`src/rtl/pipe_ctrl_pkg.sv`:
```
// Shared types for the three-stage pipeline control path.
// Holds controller state encoding, register address width and NOP encoding.
package pipe_ctrl_pkg;

  typedef enum logic [1:0] {
    RUN        = 2'd0,
    FLUSH      = 2'd1,
    LOAD_STALL = 2'd2,
    MEM_WAIT   = 2'd3
  } ctrl_state_e;

  localparam int REG_ADDR_W = 5;

  // A bubble in IF/EXE is instruction word 0 with every control bit 0
  localparam logic [31:0] NOP_INSTR = 32'h0000_0000;
  localparam logic [15:0] NOP_CTRL  = 16'h0000;

endpackage

```
`src/rtl/hazard_detect.sv`:
```
// Load-use comparator between the IF instruction and the load in EXE.
// Purely combinational so a forwarding unit can reuse it.
module hazard_detect
  import pipe_ctrl_pkg::*;
(
  input  logic                  exe_is_load,
  input  logic                  exe_reg_we,
  input  logic [REG_ADDR_W-1:0] exe_rd,
  input  logic [REG_ADDR_W-1:0] if_rs1,
  input  logic [REG_ADDR_W-1:0] if_rs2,
  input  logic                  if_uses_rs1,
  input  logic                  if_uses_rs2,
  output logic                  load_use
);

  logic hit1;
  logic hit2;

  assign hit1 = if_uses_rs1 && (if_rs1 == exe_rd);
  assign hit2 = if_uses_rs2 && (if_rs2 == exe_rd);

  // x0 is hardwired, so a load targeting it never creates a hazard
  assign load_use = exe_is_load && exe_reg_we
                 && (exe_rd != '0) && (hit1 || hit2);

endmodule

```
`src/rtl/pipe_hazard_ctrl.sv`:
```
// Hazard/sequencing controller driving the PC and IF/EXE register.
// Define PIPE_HAZARD_PERF_EN to add stall/bubble/redirect event counters.
module pipe_hazard_ctrl
  import pipe_ctrl_pkg::*;
#(
  parameter int FLUSH_CYCLES      = 1,
  parameter int LOAD_STALL_CYCLES = 1,
  parameter int CNT_W             = 3
) (
  input  logic       clk,
  input  logic       rst_n,
  input  logic       exe_branch_taken,
  input  logic       exe_is_load,
  input  logic       exe_reg_we,
  input  logic [4:0] exe_rd,
  input  logic [4:0] if_rs1,
  input  logic [4:0] if_rs2,
  input  logic       if_uses_rs1,
  input  logic       if_uses_rs2,
  input  logic       mem_req,
  input  logic       mem_ready,
  output logic       pc_stall,
  output logic       pipe_stall,
  output logic       pipe_bubble,
  output logic       pc_redirect,
  output logic [1:0] ctrl_state
`ifdef PIPE_HAZARD_PERF_EN
  ,
  output logic [31:0] perf_stall_cnt,
  output logic [31:0] perf_bubble_cnt,
  output logic [31:0] perf_redirect_cnt
`endif
);

  ctrl_state_e state_q;
  ctrl_state_e state_d;
  logic [CNT_W-1:0] cnt_q;
  logic [CNT_W-1:0] cnt_d;
  logic [CNT_W-1:0] cnt_dec;

  logic load_use;
  logic mem_wait;
  logic pcs;
  logic ps;
  logic pb;
  logic pr;

  hazard_detect u_hazard_detect (
    .exe_is_load (exe_is_load),
    .exe_reg_we  (exe_reg_we),
    .exe_rd      (exe_rd),
    .if_rs1      (if_rs1),
    .if_rs2      (if_rs2),
    .if_uses_rs1 (if_uses_rs1),
    .if_uses_rs2 (if_uses_rs2),
    .load_use    (load_use)
  );

  assign mem_wait = mem_req && !mem_ready;
  assign cnt_dec  = (cnt_q == '0) ? '0 : cnt_q - 1'b1;

  always_ff @(posedge clk or negedge rst_n) begin
    if (!rst_n) begin
      state_q <= RUN;
      cnt_q   <= '0;
    end else begin
      state_q <= state_d;
      cnt_q   <= cnt_d;
    end
  end

  always_comb begin
    state_d = state_q;
    cnt_d   = cnt_q;
    pcs     = 1'b0;
    ps      = 1'b0;
    pb      = 1'b0;
    pr      = 1'b0;
    unique case (state_q)
      RUN: begin
        // Branch squashes everything, including a pending DMEM access
        if (exe_branch_taken) begin
          pr = 1'b1;
          pb = 1'b1;
          if (FLUSH_CYCLES > 1) begin
            state_d = FLUSH;
            cnt_d   = CNT_W'(FLUSH_CYCLES - 1);
          end
        end else if (mem_wait) begin
          pcs     = 1'b1;
          ps      = 1'b1;
          state_d = MEM_WAIT;
        end else if (load_use) begin
          pcs = 1'b1;
          pb  = 1'b1;
          if (LOAD_STALL_CYCLES > 1) begin
            state_d = LOAD_STALL;
            cnt_d   = CNT_W'(LOAD_STALL_CYCLES - 1);
          end
        end
      end
      FLUSH: begin
        pb    = 1'b1;
        cnt_d = cnt_dec;
        if (cnt_q <= CNT_W'(1)) state_d = RUN;
      end
      LOAD_STALL: begin
        pcs   = 1'b1;
        pb    = 1'b1;
        cnt_d = cnt_dec;
        if (cnt_q <= CNT_W'(1)) state_d = RUN;
      end
      MEM_WAIT: begin
        if (mem_wait) begin
          pcs = 1'b1;
          ps  = 1'b1;
        end else begin
          state_d = RUN;
        end
      end
      default: state_d = RUN;
    endcase
  end

  assign pc_stall    = rst_n && pcs;
  assign pipe_stall  = rst_n && ps;
  assign pipe_bubble = rst_n && pb;
  assign pc_redirect = rst_n && pr;
  assign ctrl_state  = state_q;

`ifdef PIPE_HAZARD_PERF_EN
  always_ff @(posedge clk or negedge rst_n) begin
    if (!rst_n) begin
      perf_stall_cnt    <= '0;
      perf_bubble_cnt   <= '0;
      perf_redirect_cnt <= '0;
    end else begin
      perf_stall_cnt    <= perf_stall_cnt + {31'b0, pc_stall};
      perf_bubble_cnt   <= perf_bubble_cnt + {31'b0, pipe_bubble};
      perf_redirect_cnt <= perf_redirect_cnt + {31'b0, pc_redirect};
    end
  end
`endif

endmodule
```
`config.mk`:
```
export PLATFORM = sky130hd
export DESIGN_NAME = pipe_hazard_ctrl
export DESIGN_NICKNAME = d
export VERILOG_FILES = /design/src/rtl/pipe_ctrl_pkg.sv /design/src/rtl/hazard_detect.sv /design/src/rtl/pipe_hazard_ctrl.sv
export SDC_FILE = /design/constraint.sdc
export NUM_CORES = 1
export LEC_CHECK = 0
export CAP_MARGIN = 10
export CELL_PAD_IN_SITES_DETAIL_PLACEMENT = 1
export CELL_PAD_IN_SITES_GLOBAL_PLACEMENT = 1
export CORE_UTILIZATION = 14
export DETAILED_ROUTE_END_ITERATION = 12
export MAX_ROUTING_LAYER = met4
export PLACE_DENSITY_LB_ADDON = 0.1
export SYNTH_ARGS = -nofsm -noshare
export SYNTH_HDL_FRONTEND = slang
export SYNTH_SLANG_ARGS = --single-unit
```
`constraint.sdc`:
```
create_clock -name clk -period 2.3 [get_ports clk]
set_input_delay 0.69 -clock clk [delete_from_list [all_inputs] [get_ports clk]]
set_output_delay 0.69 -clock clk [all_outputs]
set_load 0.005 [all_outputs]
```
==> qor.yml, run 1 <==
outcome: "finished, violations left"
violations: "setup timing"
synth_nets: 52
initial_core_util: 0.1512
largest_reg_flops: 1
ir_drop_uv: 95.51
finalHoldViolCount: 0
track_usage: 0.1055
antenna_found_initial: 0
final_cells: 83
wl_met2_um: 397
maxSlewViolCount: 0
insertion_delay_ns: 0
wl_met1_um: 434
viasPerCell: 4.229
post_dp_cell_area_um2: 575.6
setup_tns_ns: -0.4722
wire_per_inst_um: 10.88
slew_headroom: 0.8305
antenna_cells: 0
drc: 0
clk_pin_slew_ns: 0
postSynthAreaPerCell_um2: 8.133
hp-class: "flip-flop to flip-flop"
drtIter0Drc: 1
yosys_warnings: 0
layout_commonest_cell: "buf_4"
finalCritPeriodShare: 1.110
stdcell_area_um2: 641.9
io_buffer_count: 29
synthesis.area_um2: 227.7
crit_path_start_kind: "primary input"
synthCells: 28
die_x_um: 42.33
maxUsedRoutingLayer: "met3"
syn_to_final_growth_pct: 181.9
clkPwrFrac: 0
final_cell_mix: "buf_4 (10), buf_2 (9), dlygate4sd2_1 (9)"
switching_share: 0.3114
wl_met3_um: 71
vias: 351
endpoint_kind: "output pin"
rows: 14
grt_remaining_overflow: 0
globalplace.congestion: 0.6450
synthDistinctLibCells: 19
fin_skew_ns: 0
p_seq_frac: 0.168
grt_max_degree: 4
postRouteWirelength_um: 903
p_per_area_nw_per_um2: 176.7
power_frac_comb: 0.832
core_area_um2: 1506
dp.final_hpwl_um: 702.5
ys_ff_latch: 1
finalCriticalPeriod_ns: 2.554
rsz0062_at_grt: "yes"
power_switching_mw: 0.03532
cp_data_arrival_time_ns: 1.86
critPathMaxFanout: 2
dr.pass1.iters: 2
setup_viol: 2
fin_nets: 93
p_leak_nw: 0.3163
boundaryPins: 30
die_h_um: 42.33
dieArea_um2: 1792
worst_slack_ns: -0.2541
postRouteAntennaNets: 0
drive_gt1_frac: 0.5522
internal_power_mw: 0.07812
cp_data_required_time_ns: 1.61
fmax_ghz: 0.3915
worst_pin_slew_ns: 0.2521
grt_first_pass_wirelength_mm: 1.435
placed_cells: 78
worstSetupPathType: "primary input to output pin"
grt_pass1_vias: 335
seq_area_frac_synth: 0.1099
drv_cap: 0
## Yosys cell counts
cell / instances / area (um2)
a32oi_1: 1 / 8.760
and2_0: 1 / 6.260
and2_1: 1 / 6.260
and4b_1: 1 / 10.01
buf_4: 1 / 7.510
dfrtp_1: 1 / 25.02
inv_1: 1 / 3.750
nand2_1: 1 / 3.750
nand2b_1: 2 / 12.51
nor2_1: 1 / 3.750
nor2b_1: 1 / 6.260
nor4_1: 1 / 6.260
nor4_2: 1 / 12.51
o21ai_1: 1 / 5.000
o21bai_1: 1 / 7.510
o31ai_1: 1 / 7.510
or4_1: 1 / 7.510
xnor2_1: 2 / 17.52
xor2_1: 8 / 70.07
## cell families (layout without fill, tap and decap cells)
group,Yosys count,after routing,share of synthesized area
AO/OA/AOI/OAI,4,4,0.1264
XOR/XNOR,10,10,0.3846
AND/OR/NAND/NOR,11,11,0.3297
flip-flops,1,1,0.1099
buffers and inverters,2,41,0.04945
## worst paths after layout
check	startpoint	depth (start not counted)	slack, ns	to
setup / recovery	if_rs1[1]	7	-0.25	pc_stall
hold / removal	ctrl_state[0]	3	0.62	ctrl_state[0]
setup reg to reg	ctrl_state[0]	3	1.50	ctrl_state[0]
hold reg to reg	ctrl_state[0]	3	0.62	ctrl_state[0]
max in group asynchronous	rst_n	2	1.49	ctrl_state[0]
min in group asynchronous	rst_n	2	0.72	ctrl_state[0]
## cell type report
type | instances | area (um2)
inverters | 1 | 3.754
well taps | 16 | 20.02
fillers | 186 | 864.6
flip-flops and latches | 1 | 25.02
repair buffers | 40 | 325.3
multi-input cells | 25 | 267.8
## power groups by stage
stage | sequential [mW] | clock, mW | combinational, mW
2_1_floorplan | 0.0195 | 0 | 0.0239
3_3_place_gp | 0.0190 | 0 | 0.0887
3_5_place_dp | 0.0190 | 0 | 0.0880
4_1_cts | 0.0190 | 0 | 0.0953
5_1_grt | 0.0192 | 0 | 0.103
6_report | 0.0190 | 0 | 0.0944
## metrics by stage
stage          power (mW)    util  hold slack [ns]  setup WS, ns
3_5_place_dp       0.1070  0.3821           0.6674       -0.9531
2_1_floorplan     0.04338       -           0.3944       0.09673
6_report           0.1134  0.4261           0.6196       -0.2541
4_1_cts            0.1144  0.4252           0.6235       -0.2708
5_1_grt            0.1218  0.4261           0.6667       -0.3622
3_3_place_gp       0.1077  0.3821           0.6574       -0.9934
## layer usage
| layer | vias to the layer above | GRT usage |
|---|---|---|
| met5 | - | - |
| met3 | 0 | 0.008621 |
| met2 | 16 | 0.1692 |
| li1 | 176 | - |
| met1 | 159 | 0.1540 |
| met4 | 0 | 0 |
## worst max-delay path, stage by stage
cell,delay (ns)
buf_6,0.10
xor2_2,0.17
nor4_2,0.29
a32oi_2,0.16
buf_4,0.16
o31ai_2,0.16
buf_2,0.15
## repair_timing
action                                  CTS  global route
hold buffers                              0             0
gates cloned                              0             0
buffers inserted                          5             0
pin swaps                                18             3
endpoints found under the setup margin    4             3
gates resized for setup                  88             1
No activity file was read; power rests on OpenSTA's default activity.
==> run 2, diff against run 1 <==
--- a/config.mk
+++ b/config.mk
@@ -8,7 +8,7 @@
 export CAP_MARGIN = 10
 export CELL_PAD_IN_SITES_DETAIL_PLACEMENT = 1
 export CELL_PAD_IN_SITES_GLOBAL_PLACEMENT = 1
-export CORE_UTILIZATION = 14
+export CORE_UTILIZATION = 15
 export DETAILED_ROUTE_END_ITERATION = 12
 export MAX_ROUTING_LAYER = met4
 export PLACE_DENSITY_LB_ADDON = 0.1
==> constraint.sdc (replaced) <==
create_clock -name clk -period 3 [get_ports clk]
set_input_delay 0.9 -clock clk [delete_from_list [all_inputs] [get_ports clk]]
set_output_delay 0.9 -clock clk [all_outputs]
set_load 0.005 [all_outputs]
==> qor.yml, run 2 (same netlist as run 1, synthesis figures left out) <==
outcome: "finished, violations left"  # unchanged
violations: "setup timing"  # unchanged
crit_path_start_kind: "primary input"  # unchanged
fmax_ghz: 0.3330
drive_gt1_frac: 0.5231  # was 0.5522
insertion_delay_ns: 0  # about the same
die_h_um: 40.97  # was 42.33 um
antenna_found_initial: 0  # unchanged
wire_per_inst_um: 11.88  # was 10.88 um
layout_commonest_cell: "buf_4"  # unchanged
drc: 0  # unchanged
finalHoldViolCount: 0  # unchanged
finalCriticalPeriod_ns: 3.003
vias: 333  # was 351
syn_to_final_growth_pct: 174.2  # was 181.9%
largest_reg_flops: 1  # unchanged
num-fill-cells: 166  # was 186
postRouteWirelength_um: 950  # was 903 um
grt_pass1_vias: 325  # was 335
grt_first_pass_wirelength_mm: 1.317  # was 1.435 mm
reg2reg_from: "ctrl_state[0]"  # unchanged
critPathMaxFanout: 3  # was 2
final_cell_mix: "buf_4 (9), clkbuf_2 (7), dlygate4sd2_1 (6)"  # was buf_4 (10), buf_2 (9), dlygate4sd2_1 (9)
endpoint_kind: "output pin"  # unchanged
clk_pin_slew_ns: 0  # about the same
hold_start: "ctrl_state[0]"  # unchanged
grt_remaining_overflow: 0  # unchanged
cp_data_arrival_time_ns: 2.10  # was 1.86 ns
worst_slack_ns: -0.003282  # was -0.2541 ns
setup_viol: 1  # was 2
cp_data_required_time_ns: 2.10  # was 1.61 ns
fin_skew_ns: 0  # unchanged
rsz0062_at_grt: "yes"  # unchanged
utilization: 0.4625  # was 0.4261
p_per_area_nw_per_um2: 133.6  # was 176.7 nW/um2
postRouteAntennaNets: 0  # unchanged
maxSlewViolCount: 0  # unchanged
drtIter0Drc: 0  # was 1
hp-class: "flip-flop to flip-flop"  # unchanged
initial_core_util: 0.1687  # was 0.1512
die_x_um: 40.97  # was 42.33 um
worstSetupPathType: "primary input to output pin"  # unchanged
final_cells: 80  # was 83
dp.final_hpwl_um: 750.1  # was 702.5 um
core_area_um2: 1350  # was 1506 um2
rows: 13  # was 14
finalCritPeriodShare: 1.001
holdWs_ns: 0.7711  # was 0.6196 ns
placed_cells: 74  # was 78
worst_pin_slew_ns: 0.2339  # was 0.2521 ns
grt_max_degree: 5  # was 4
viasPerCell: 4.163  # was 4.229
track_usage: 0.1184  # was 0.1055
slew_headroom: 0.8428  # was 0.8305
setup_tns_ns: -0.003282  # was -0.4722 ns
io_buffer_count: 29  # unchanged
cp-startpoint: "exe_rd[2]"  # was if_rs1[1]
drv_cap: 0  # unchanged
p_leak_nw: 0.3288  # was 0.3163 nW
dr.pass1.iters: 1  # was 2
antenna_cells: 0  # unchanged
dieArea_um2: 1678  # was 1792 um2
fin_nets: 91  # was 93
globalplace.congestion: 0.6976  # was 0.6450
cts_hold_buf: 0  # unchanged
ir_drop_uv: 54.32  # was 95.51 uV
boundaryPins: 30  # unchanged
[run 2: changes by cell type in the layout (fill, tap and decap cells not counted), sizes merged]
cell / change
dlymetal6s2s: +4
buf: -9
dlygate4sd2: -3
clkdlybuf4s15: -1
clkbuf: +7
[run 2: power by group]
part           internal (mW)  switching (mW)
sequential            0.0144        0.000738
clock                      0               0
combinational         0.0422          0.0261
[run 2: timing repair]
| item | in CTS | in global routing |
|---|---|---|
| endpoints found under the setup margin | 4 | 2 |
| pin swaps | 10 | 13 |
| setup buffers | 6 | 0 |
| gates resized for setup | 48 | 28 |
| endpoints found under the hold margin | 0 | 0 |
[run 2: final timing paths]
kind / to / slack [ns] / depth (start not counted)
max in group asynchronous: ctrl_state[0] / 2.07 / 2
min reg2reg: ctrl_state[0] / 0.77 / 4
min: ctrl_state[0] / 0.77 / 4
max reg2reg: ctrl_state[0] / 2.02 / 4
min in group asynchronous: ctrl_state[0] / 0.84 / 2
max: pc_stall / -0.003 / 7
[run 2: per-stage QoR]
| stage | cell area [um2] | power [mW] | setup slack, ns |
|---|---|---|---|
| global placement | 551.8 | 0.07857 | -0.6613 |
| floorplan | 227.7 | 0.03326 | 0.3767 |
| finish | 624.3 | 0.08342 | -0.003282 |
| CTS | 601.8 | 0.08010 | -0.04639 |
| global route | 624.3 | 0.08970 | -0.08131 |
| detailed placement | 551.8 | 0.07958 | -0.7038 |
[run 2: area by class of cell]
type                       count  area (um2)  share of cell area
sequential                     1       25.02             0.04008
tap                           15       18.77             0.03006
multi-input combinational     25       265.3              0.4248
timing repair buffer          38       311.5              0.4990
inverter                       1       3.754            0.006012
[run 2: worst max-delay path, cell delays in order]
cell and delay (ns):
buf_2 0.13, xor2_1 0.15, nor4_2 0.30, a32oi_1 0.12, buf_4 0.16, o31ai_2 0.20, buf_2 0.15
[run 2: layer usage]
layer | GRT usage | up-vias | routed length (um)
li1 | - | 169 | -
met1 | 0.1387 | 148 | 343
met2 | 0.2344 | 16 | 545
met3 | 0 | 0 | 61
met4 | 0 | 0 | 0
met5 | - | - | 0
==> run 3, diff against run 2 <==
==> constraint.sdc (replaced) <==
create_clock -name clk -period 3 [get_ports clk]
set_input_delay 0.6 -clock clk [delete_from_list [all_inputs] [get_ports clk]]
set_output_delay 0.6 -clock clk [all_outputs]
set_load 0.005 [all_outputs]
==> qor.yml, run 3 (same netlist as run 1, synthesis figures left out) <==
dr.pass1.iters: 1  # unchanged
setup_viol: 0  # was 1
critPathMaxFanout: 3  # unchanged
dp_worst_setup_slack_ns: -0.07536  # was -0.7038 ns
cp_data_arrival_time_ns: 2.30  # was 2.10 ns
outcome: "finished clean"  # was finished, violations left
drive_gt1_frac: 0.08621  # was 0.5231
cp_data_required_time_ns: 2.40  # was 2.10 ns
rsz0062_at_grt: "no"  # was yes
p_per_area_nw_per_um2: 140.0  # was 133.6 nW/um2
syn_to_final_growth_pct: 143.4  # was 174.2%
vias: 303  # was 333
hold_start: "ctrl_state[0]"  # unchanged
num-fill-cells: 170  # was 166
slew_headroom: 0.8450  # was 0.8428
finalCriticalPeriod_ns: 2.896  # was 3.003 ns
fin_nets: 84  # was 91
worst_slack_ns: 0.1039  # was -0.003282 ns
track_usage: 0.1011  # was 0.1184
final_cells: 73  # was 80
p_leak_nw: 0.2351  # was 0.3288 nW
whs_path_depth: 2  # was 4
drtIter0Drc: 0  # unchanged
grt_first_pass_wirelength_mm: 1.152  # was 1.317 mm
cp_num_buf_inv: 2  # was 3
slowest_stage: "clkdlybuf4s50_1"  # was nor4_2
final_cell_mix: "clkdlybuf4s50_1 (25), xor2_1 (8)"  # was buf_4 (9), clkbuf_2 (7), dlygate4sd2_1 (6)
worst_pin_slew_ns: 0.2303  # was 0.2339 ns
slowest_delay_ns: 0.52  # was 0.30 ns
core_area_um2: 1350  # unchanged
hp-class: "flip-flop to flip-flop"  # unchanged
largest_reg_flops: 1  # unchanged
wire_per_inst_um: 10.84  # was 11.88 um
power_mw: 0.07759  # was 0.08342 mW
fin_skew_ns: 0  # unchanged
clk_pin_slew_ns: 0  # about the same
cts_hold_buf: 0  # unchanged
drv_cap: 0  # unchanged
boundaryPins: 30  # unchanged
dieArea_um2: 1678  # unchanged
antenna_cells: 0  # unchanged
seq_area_um2: 25.02  # unchanged
antenna_found_initial: 0  # unchanged
rows: 13  # unchanged
endpoint_kind: "output pin"  # unchanged
rrSetupSlack_ns: 2.26  # was 2.02 ns
grt_remaining_overflow: 0  # unchanged
grt_pass1_vias: 273  # was 325
ir_drop_uv: 55.92  # was 54.32 uV
finalHoldViolCount: 0  # unchanged
postRouteAntennaNets: 0  # unchanged
multi_input_area_um2: 198.9  # was 265.3 um2
die_x_um: 40.97  # unchanged
insertion_delay_ns: 0  # about the same
grt_max_degree: 5  # unchanged
whs_endpoint: "ctrl_state[0]"  # unchanged
placed_cells: 73  # was 74
critical_path.top_delay_family: "buffers and inverters"  # unchanged
post_cts.repair.setup_buffers: 0  # was 6
drc: 0  # unchanged
layout_commonest_cell: "clkdlybuf4s50_1"  # was buf_4
crit_path_start_kind: "primary input"  # unchanged
viasPerCell: 4.151  # was 4.163
maxSlewViolCount: 0  # unchanged
r2r-end: "ctrl_state[0]"  # unchanged
globalplace.congestion: 0.6977  # was 0.6976
utilization: 0.4106  # was 0.4625
postRouteWirelength_um: 791  # was 950 um
worstSetupPathType: "primary input to output pin"  # unchanged
timing.critical_path.mode_cell: "clkdlybuf4s50_1"  # was buf_2
io_buffer_count: 29  # unchanged
path_cells: "clkdlybuf4s50_1 > xor2_1 > nor4_2 > a32oi_1 > o21bai_1 > clkdlybuf4s50_1"  # was buf_2 > xor2_1 > nor4_2 > a32oi_1 > buf_4 > o31ai_2 > buf_2
ff2ff_path_depth: 2  # was 4
fmax_ghz: 0.3453  # was 0.3330 GHz
die_h_um: 40.97  # unchanged
reg2reg_from: "ctrl_state[0]"  # unchanged
initial_core_util: 0.1687  # unchanged
finalCritPeriodShare: 0.9654  # was 1.001
==> run 3: changes by cell type in the layout (fill, tap and decap cells not counted), sizes merged <==
cell,delta
clkbuf,-7
buf,-13
clkdlybuf4s15,-1
dlymetal6s2s,-2
clkdlybuf4s50,+20
dlygate4sd2,-4
==> run 3: routing by layer <==
metal	up-vias	GRT usage	routed length (um)
li1	157	-	-
met1	130	0.1226	329
met2	16	0.1953	400
met3	0	0	61
met4	0	0	0
met5	-	-	0
==> run 3: how the worst max path moves through the flow <==
stage,from,end,slack (ns),depth (start not counted)
after floorplan,exe_rd[1],pipe_bubble,0.98,4
after global placement,exe_rd[3],pc_stall,-0.06,6
after detailed placement,exe_rd[1],pipe_bubble,-0.08,6
after CTS,exe_rd[2],pipe_bubble,0.004,6
after global routing,exe_rd[4],pipe_bubble,0.006,6
final,exe_rd[4],pipe_bubble,0.10,6
==> run 3: cell type report <==
type,instances,area share
inverter,1,0.006772
sequential,1,0.04515
timing repair buffer,31,0.5553
multi-input combinational,25,0.3589
tap,15,0.03386
==> run 3: worst register-to-register path, stage by stage (launching register included) <==
cell,delay [ns]
dfrtp_1,0.38
nor2b_1,0.16
nor2_1,0.08
==> run 3: timing repair <==
| item | CTS | global route |
|---|---|---|
| endpoints found under the setup margin | 2 | 1 |
| resized for setup | 4 | 2 |
| hold endpoints to repair | 0 | 0 |
==> run 3: stage by stage <==
stage          setup TNS, ns  hold slack [ns]  cell area (um2)
2_1_floorplan              0           0.3044            227.7
3_3_place_gp         -0.1143           0.5983            544.3
3_5_place_dp         -0.1437           0.6271            544.3
4_1_cts                    0           0.6271            549.3
5_1_grt                    0           0.7232            554.3
6_report                   0           0.6128            554.3
==> run 3: report_power, final <==
| part | switching (mW) | total, mW | internal, mW |
|---|---|---|---|
| Combinational | 0.0195 | 0.0627 | 0.0432 |
| Clock | 0 | 0 | 0 |
| Sequential | 0.000547 | 0.0149 | 0.0144 |
